--- src/rtl/fetch_queue_unit.sv ---
// Instruction fetch queue: issues sequential fetch requests under a
// credit limit and buffers in-order memory responses for decode.
//
// Ports:
//   clk, reset                 clock, synchronous active-high reset
//   jump_flag_i, jump_addr_i   redirect pulse and its target
//   request_o, req_ready_i,
//   req_addr_o                 fetch request handshake and address
//   data_ok_i, inst_fetch_i    in-order memory response
//   valid_o, ready_i, inst_o,
//   inst_addr_o                decode handshake and head entry
//   count_o                    number of buffered instructions
module fetch_queue_unit #(
    parameter int DATA_WIDTH = 32,
    parameter int ADDR_WIDTH = 32,
    parameter int DEPTH      = 4,
    parameter logic [ADDR_WIDTH-1:0] RESET_PC = 32'h8000_0000
) (
    input  logic                      clk,
    input  logic                      reset,
    input  logic                      jump_flag_i,
    input  logic [ADDR_WIDTH-1:0]     jump_addr_i,
    output logic                      request_o,
    input  logic                      req_ready_i,
    output logic [ADDR_WIDTH-1:0]     req_addr_o,
    input  logic                      data_ok_i,
    input  logic [DATA_WIDTH-1:0]     inst_fetch_i,
    output logic                      valid_o,
    input  logic                      ready_i,
    output logic [DATA_WIDTH-1:0]     inst_o,
    output logic [ADDR_WIDTH-1:0]     inst_addr_o,
    output logic [$clog2(DEPTH):0]    count_o
);

    localparam int PW = $clog2(DEPTH);
    localparam int CW = PW + 1;
    localparam logic [CW:0] DEPTH_EXT = (CW + 1)'(DEPTH);

    logic [ADDR_WIDTH-1:0] pc;

    logic [ADDR_WIDTH-1:0] aq_mem [DEPTH];
    logic [PW-1:0]         aq_wr;
    logic [PW-1:0]         aq_rd;

    logic [DATA_WIDTH-1:0] inst_mem  [DEPTH];
    logic [ADDR_WIDTH-1:0] iaddr_mem [DEPTH];
    logic [PW-1:0]         fq_wr;
    logic [PW-1:0]         fq_rd;

    logic [CW-1:0]         count;
    logic [CW-1:0]         inflight;
    logic [CW-1:0]         discard;

    logic [DATA_WIDTH-1:0] hold_inst;
    logic [ADDR_WIDTH-1:0] hold_addr;

    logic accept;
    logic resp;
    logic push;
    logic pop;

    // Buffered plus outstanding entries never exceed DEPTH, so a
    // response always has a free FIFO slot.
    assign request_o  = !reset && !jump_flag_i &&
                        (({1'b0, inflight} + {1'b0, count}) < DEPTH_EXT);
    assign req_addr_o = pc;
    assign accept     = request_o && req_ready_i;

    // Responses with nothing outstanding are ignored.
    assign resp = data_ok_i && (inflight != '0);
    assign push = resp && !jump_flag_i && (discard == '0);

    assign valid_o = !reset && (count != '0) && !jump_flag_i;
    assign pop     = valid_o && ready_i;

    // Head shown from storage while valid, otherwise the last shown pair.
    assign inst_o      = reset   ? '0 :
                         valid_o ? inst_mem[fq_rd] : hold_inst;
    assign inst_addr_o = reset   ? '0 :
                         valid_o ? iaddr_mem[fq_rd] : hold_addr;
    assign count_o     = reset ? '0 : count;

    always_ff @(posedge clk) begin
        if (reset) begin
            pc        <= RESET_PC;
            aq_wr     <= '0;
            aq_rd     <= '0;
            fq_wr     <= '0;
            fq_rd     <= '0;
            count     <= '0;
            inflight  <= '0;
            discard   <= '0;
            hold_inst <= '0;
            hold_addr <= '0;
        end else begin
            if (jump_flag_i) begin
                pc <= jump_addr_i;
            end else if (accept) begin
                pc <= pc + ADDR_WIDTH'(4);
            end

            if (accept) begin
                aq_mem[aq_wr] <= pc;
                aq_wr         <= aq_wr + PW'(1);
            end
            if (resp) begin
                aq_rd <= aq_rd + PW'(1);
            end

            inflight <= inflight + CW'(accept) - CW'(resp);

            // On a redirect everything still outstanding after this
            // cycle's response is stale, recomputed from scratch.
            if (jump_flag_i) begin
                discard <= inflight - CW'(resp);
            end else if (resp && (discard != '0)) begin
                discard <= discard - CW'(1);
            end

            if (push) begin
                inst_mem[fq_wr]  <= inst_fetch_i;
                iaddr_mem[fq_wr] <= aq_mem[aq_rd];
            end

            if (jump_flag_i) begin
                fq_wr <= '0;
                fq_rd <= '0;
                count <= '0;
            end else begin
                if (push) begin
                    fq_wr <= fq_wr + PW'(1);
                end
                if (pop) begin
                    fq_rd <= fq_rd + PW'(1);
                end
                count <= count + CW'(push) - CW'(pop);
            end

            if (valid_o) begin
                hold_inst <= inst_o;
                hold_addr <= inst_addr_o;
            end
        end
    end

endmodule

--- config.mk ---
export PLATFORM = sky130hd
export DESIGN_NAME = fetch_queue_unit
export DESIGN_NICKNAME = d
export VERILOG_FILES = /design/src/rtl/fetch_queue_unit.sv
export SDC_FILE = /design/constraint.sdc
export NUM_CORES = 1
export LEC_CHECK = 0
export CORE_ASPECT_RATIO = 1.75
export CORE_MARGIN = 5
export CORE_UTILIZATION = 50
export CTS_CLUSTER_SIZE = 12
export DETAILED_ROUTE_END_ITERATION = 10
export GPL_TIMING_DRIVEN = 0
export PLACE_DENSITY = 0.75
export SLEW_MARGIN = 30
export SYNTH_ARGS = -nofsm -noshare
export SYNTH_HDL_FRONTEND = slang
export SYNTH_SLANG_ARGS = --single-unit
export TNS_END_PERCENT = 1
--- constraint.sdc ---
create_clock -name clk -period 4.83 [get_ports clk]
set_clock_uncertainty 0.15 [all_clocks]
set_input_delay 0.966 -clock clk [delete_from_list [all_inputs] [get_ports clk]]
set_output_delay 0.966 -clock clk [all_outputs]
set_load 0.1 [all_outputs]
==> metrics.log <==
INFO  metric outcome = finished, final reports clean
INFO  metric muxShareOfSynthArea = 11.5%
INFO  metric synthToLayoutAreaGrowth = 19.0%
INFO  metric path_delay_family = buffers and inverters
INFO  metric layout.cells.most_common = sky130_fd_sc_hd__edfxtp_1
INFO  metric drive_gt1_share = 17.9%
INFO  metric grt_pass1_wl = 66100 µm
INFO  metric deepest_clock_path_buffer_count = 3
INFO  metric setup.worst_path.end_class = output port
INFO  metric drt_pass1_iterations = 5
INFO  metric wirelength_met1 = 15500 µm
INFO  metric worst_ir_drop_vdd = 0.000271 V
INFO  metric detailroute.via_count = 11.1k
INFO  metric max-cap-violations = 0
INFO  metric layout.nets = 1531
INFO  metric grt_start_max_net_pins = 35
INFO  metric synth-edff-count = 384
INFO  metric first_global_vias = 11.6k
INFO  metric setup-violations-final = 0
INFO  metric start_util = 50.6%
INFO  metric cellPowerDensity = 409 nW/µm²
INFO  metric dr_wl_met2 = 22900 µm
INFO  metric critical_path.most_common_cell = sky130_fd_sc_hd__buf_2
INFO  metric main_combinational_cell_family_by_area_after_synthesis = multiplexers
INFO  metric die_w = 159 µm
INFO  metric cts.root.buffer_cell = sky130_fd_sc_hd__clkbuf_16
INFO  metric io_buffer_count = 169
INFO  metric worst-setup-path-type = input pin to output port
INFO  metric synth_seq_area_share = 71.1%
INFO  metric min-delay-path-class = register to register
INFO  metric fp.coreArea = 38500 µm²
INFO  metric critical-path-slowest-cell = sky130_fd_sc_hd__clkdlybuf4s50_1
INFO  metric relSlewSlack = 33.3%
INFO  metric worst_setup_path_start_kind = input pin
INFO  metric timing_hold_violations_final = 0
INFO  metric drcViolationCount = 0
INFO  metric detail_route.wirelength = 42000 µm
INFO  metric clk_pin_slew_worst_paths = 60 ps
INFO  metric antenna_violations_before_repair = 0
INFO  metric worstPathRequired = 3710 ps
INFO  metric place.detailed.hpwl = 28900 µm
INFO  metric critical_path.n_buffers_inverters = 5
INFO  metric die-area = 43200 µm²
INFO  metric critical_path_peak_fanout = 10
INFO  metric layout.cells.non_filler = 1964
INFO  metric synth.yosys.warnings = 0
INFO  metric fmax = 211 MHz
INFO  metric die-height = 271 µm
INFO  metric synth_nets = 1303
INFO  metric timing.final.max_slew_violations = 0
INFO  metric tritoncts.num_buffers = 48
INFO  metric grt_util_all_layers = 19.4%
INFO  metric synth_area_per_cell = 16.1 µm²
INFO  metric p_leak = 7.65 nW
INFO  metric num_antenna_cells = 0
INFO  metric htree_levels = 2
INFO  metric synth-main-ff-cell = sky130_fd_sc_hd__edfxtp_1
INFO  metric synth-compound-area-share = 5.48%
INFO  metric p_total = 0.00949 W
INFO  metric clk_lat_worst_skew = 560 ps
INFO  metric slowest_delay = 510 ps
INFO  metric num_io_pins = 171
INFO  metric synth-adder-area-share = 1.42%
INFO  metric via_per_inst = 5.63
INFO  metric row_count = 95
INFO  metric worst_ep_arrival_time = 3620 ps
INFO  metric worstMarginPinSlew = 997 ps
INFO  metric placedCellCount = 1874
INFO  metric async_reset_ff_share = 0%
INFO  metric synth_instances = 1212
INFO  metric numClockSinks = 501
INFO  metric synth_xor_area_share = 0.808%
INFO  metric most-common-layout-cells = sky130_fd_sc_hd__edfxtp_1, sky130_fd_sc_hd__o21ai_0, sky130_fd_sc_hd__dfxtp_1
INFO  metric dr_iter_0_viols = 791
INFO  metric fin_crit_sh = 98.1%
INFO  metric postSynthRegisterBits = 501
INFO  metric wl_met3 = 2120 µm
INFO  metric gr-total-overflow = 0
INFO  metric drt-wirelength-per-cell = 21.4 µm
INFO  metric critical_path.cell_chain = clkdlybuf4s50_1 > or2_2 > nor2_4 > buf_4 > buf_2 > clkbuf_2 > nand2_1 > o21ai_0 > buf_2
INFO  metric synth_simple_gate_area_share = 7.99%
INFO  metric layout_min_cycle_time = 4740 ps
INFO  metric tritoncts = yes
INFO  metric synthesis.area = 19500 µm²
INFO  metric detail-route-antenna-nets = 0
INFO  metric grt_setup_unrepaired = true
INFO  metric place_congestion = 0.865
INFO  metric fill_cells = 2919
INFO  metric top_signal_layer_used = met4
INFO  metric post_synth_num_cell_types = 65
-- path summary, 6_finish.rpt --
| path | start | to | slack (ps) | depth (start not counted) |
|---|---|---|---|---|
| max | jump_flag_i | inst_addr_o[3] | 90 | 9 |
| min reg2reg | hold_addr[4] | hold_addr[4] | 330 | 2 |
| min | hold_addr[4] | hold_addr[4] | 330 | 2 |
| max reg2reg | count[1] | inflight[2] | 1210 | 13 |
-- area by class of cell --
| class | instances | area [µm²] | share of cell area (%) |
|---|---|---|---|
| flip-flops and latches | 501 | 13900 | 59.8 |
| multi-input cells | 632 | 5340 | 23.0 |
| repair buffers | 178 | 1670 | 7.19 |
| clock buffers | 86 | 1360 | 5.87 |
| well taps | 485 | 607 | 2.61 |
| plain buffers | 63 | 273 | 1.17 |
| inverters | 16 | 60.1 | 0.259 |
| clock inverters | 3 | 28.8 | 0.124 |
-- cells in the mapped netlist, types with 3 or more instances --
cell type | n | area [µm²]
sky130_fd_sc_hd__or3_1 | 3 | 18.8
sky130_fd_sc_hd__nor4_1 | 4 | 25.0
sky130_fd_sc_hd__nand2_1 | 107 | 402
sky130_fd_sc_hd__dfxtp_1 | 117 | 2340
sky130_fd_sc_hd__a211oi_1 | 4 | 30.0
sky130_fd_sc_hd__xnor2_1 | 11 | 96.3
sky130_fd_sc_hd__inv_1 | 14 | 52.6
sky130_fd_sc_hd__nand2b_1 | 64 | 400
sky130_fd_sc_hd__and4_1 | 3 | 26.3
sky130_fd_sc_hd__mux2i_1 | 6 | 60.1
sky130_fd_sc_hd__o21ai_0 | 134 | 671
sky130_fd_sc_hd__clkbuf_1 | 41 | 154
sky130_fd_sc_hd__a31oi_1 | 3 | 18.8
sky130_fd_sc_hd__edfxtp_1 | 384 | 11500
sky130_fd_sc_hd__buf_2 | 6 | 30.0
sky130_fd_sc_hd__buf_1 | 13 | 48.8
sky130_fd_sc_hd__mux4_2 | 96 | 2160
sky130_fd_sc_hd__a21o_1 | 4 | 30.0
sky130_fd_sc_hd__nand3_1 | 12 | 60.1
sky130_fd_sc_hd__o211ai_1 | 3 | 22.5
sky130_fd_sc_hd__and3_1 | 9 | 56.3
sky130_fd_sc_hd__ha_1 | 19 | 238
sky130_fd_sc_hd__a21oi_1 | 18 | 90.1
sky130_fd_sc_hd__nor3_1 | 8 | 40.0
sky130_fd_sc_hd__xor2_1 | 7 | 61.3
sky130_fd_sc_hd__a32oi_1 | 3 | 26.3
sky130_fd_sc_hd__nand4_1 | 12 | 75.1
sky130_fd_sc_hd__and2_1 | 7 | 43.8
sky130_fd_sc_hd__nor2b_1 | 6 | 37.5
sky130_fd_sc_hd__nor2_1 | 48 | 180
-- per-layer routing --
layer	vias up	global-route usage [%]
li1	5114	-
met1	5501	22.4
met2	369	36.3
met3	74	3.04
met4	0	7.35
met5	-	0
-- tightest hold or removal path: cells and delay by family, from the launching register on --
kind | cells | cell delay, ps
AOI/OAI and AO/OA | 1 | 70
DFF | 1 | 300
and+or+nand+nor | 1 | 70
-- through the flow --
stage | utilization (%) | setup TNS, ps | cell area [µm²] | hold slack [ps] | setup slack, ps
floorplan | - | -1610 | 19500 | 303 | -182
global placement | 56.6 | -288380 | 21800 | 313 | -1700
detailed placement | 57.1 | -94380 | 22000 | 318 | -1790
CTS | 60.3 | 0 | 23200 | 330 | 103
global route | 60.3 | -8.70 | 23200 | 351 | -8.70
finish | 60.3 | 0 | 23200 | 329 | 93.8
-- flip-flops by register name, summed over array words and instances (netlist names), named ones only --
signal	count
aq_mem	128
iaddr_mem	128
inst_mem	128
hold_addr	32
hold_inst	32
req_addr_o	32
count	3
discard	3
inflight	3
aq_rd	2
aq_wr	2
fq_rd	2
fq_wr	2
-- cells by family after synthesis --
kind of cell / count (synthesis)
xor+xnor: 18
flops: 501
simple gates: 299
mux: 104
compound gates: 190
fa+ha+maj: 21
buf+inv: 79
-- power by group --
group / total [W] / internal, W / switching (W)
clock network: 0.00338 / 0.00190 / 0.00148
logic: 0.00113 / 0.000431 / 0.000703
registers: 0.00497 / 0.00487 / 0.0000943
total: 0.00949 / 0.00721 / 0.00228
-- what timing repair did --
| item | in CTS | in global routing |
|---|---|---|
| hold buffers | 0 | 0 |
| setup buffers | 1 | 0 |
| pin swaps | 1 | 0 |
| setup endpoints to repair | 65 | 6 |
| gates resized for setup | 389 | 5 |
(Power assumes the default switching activity.)
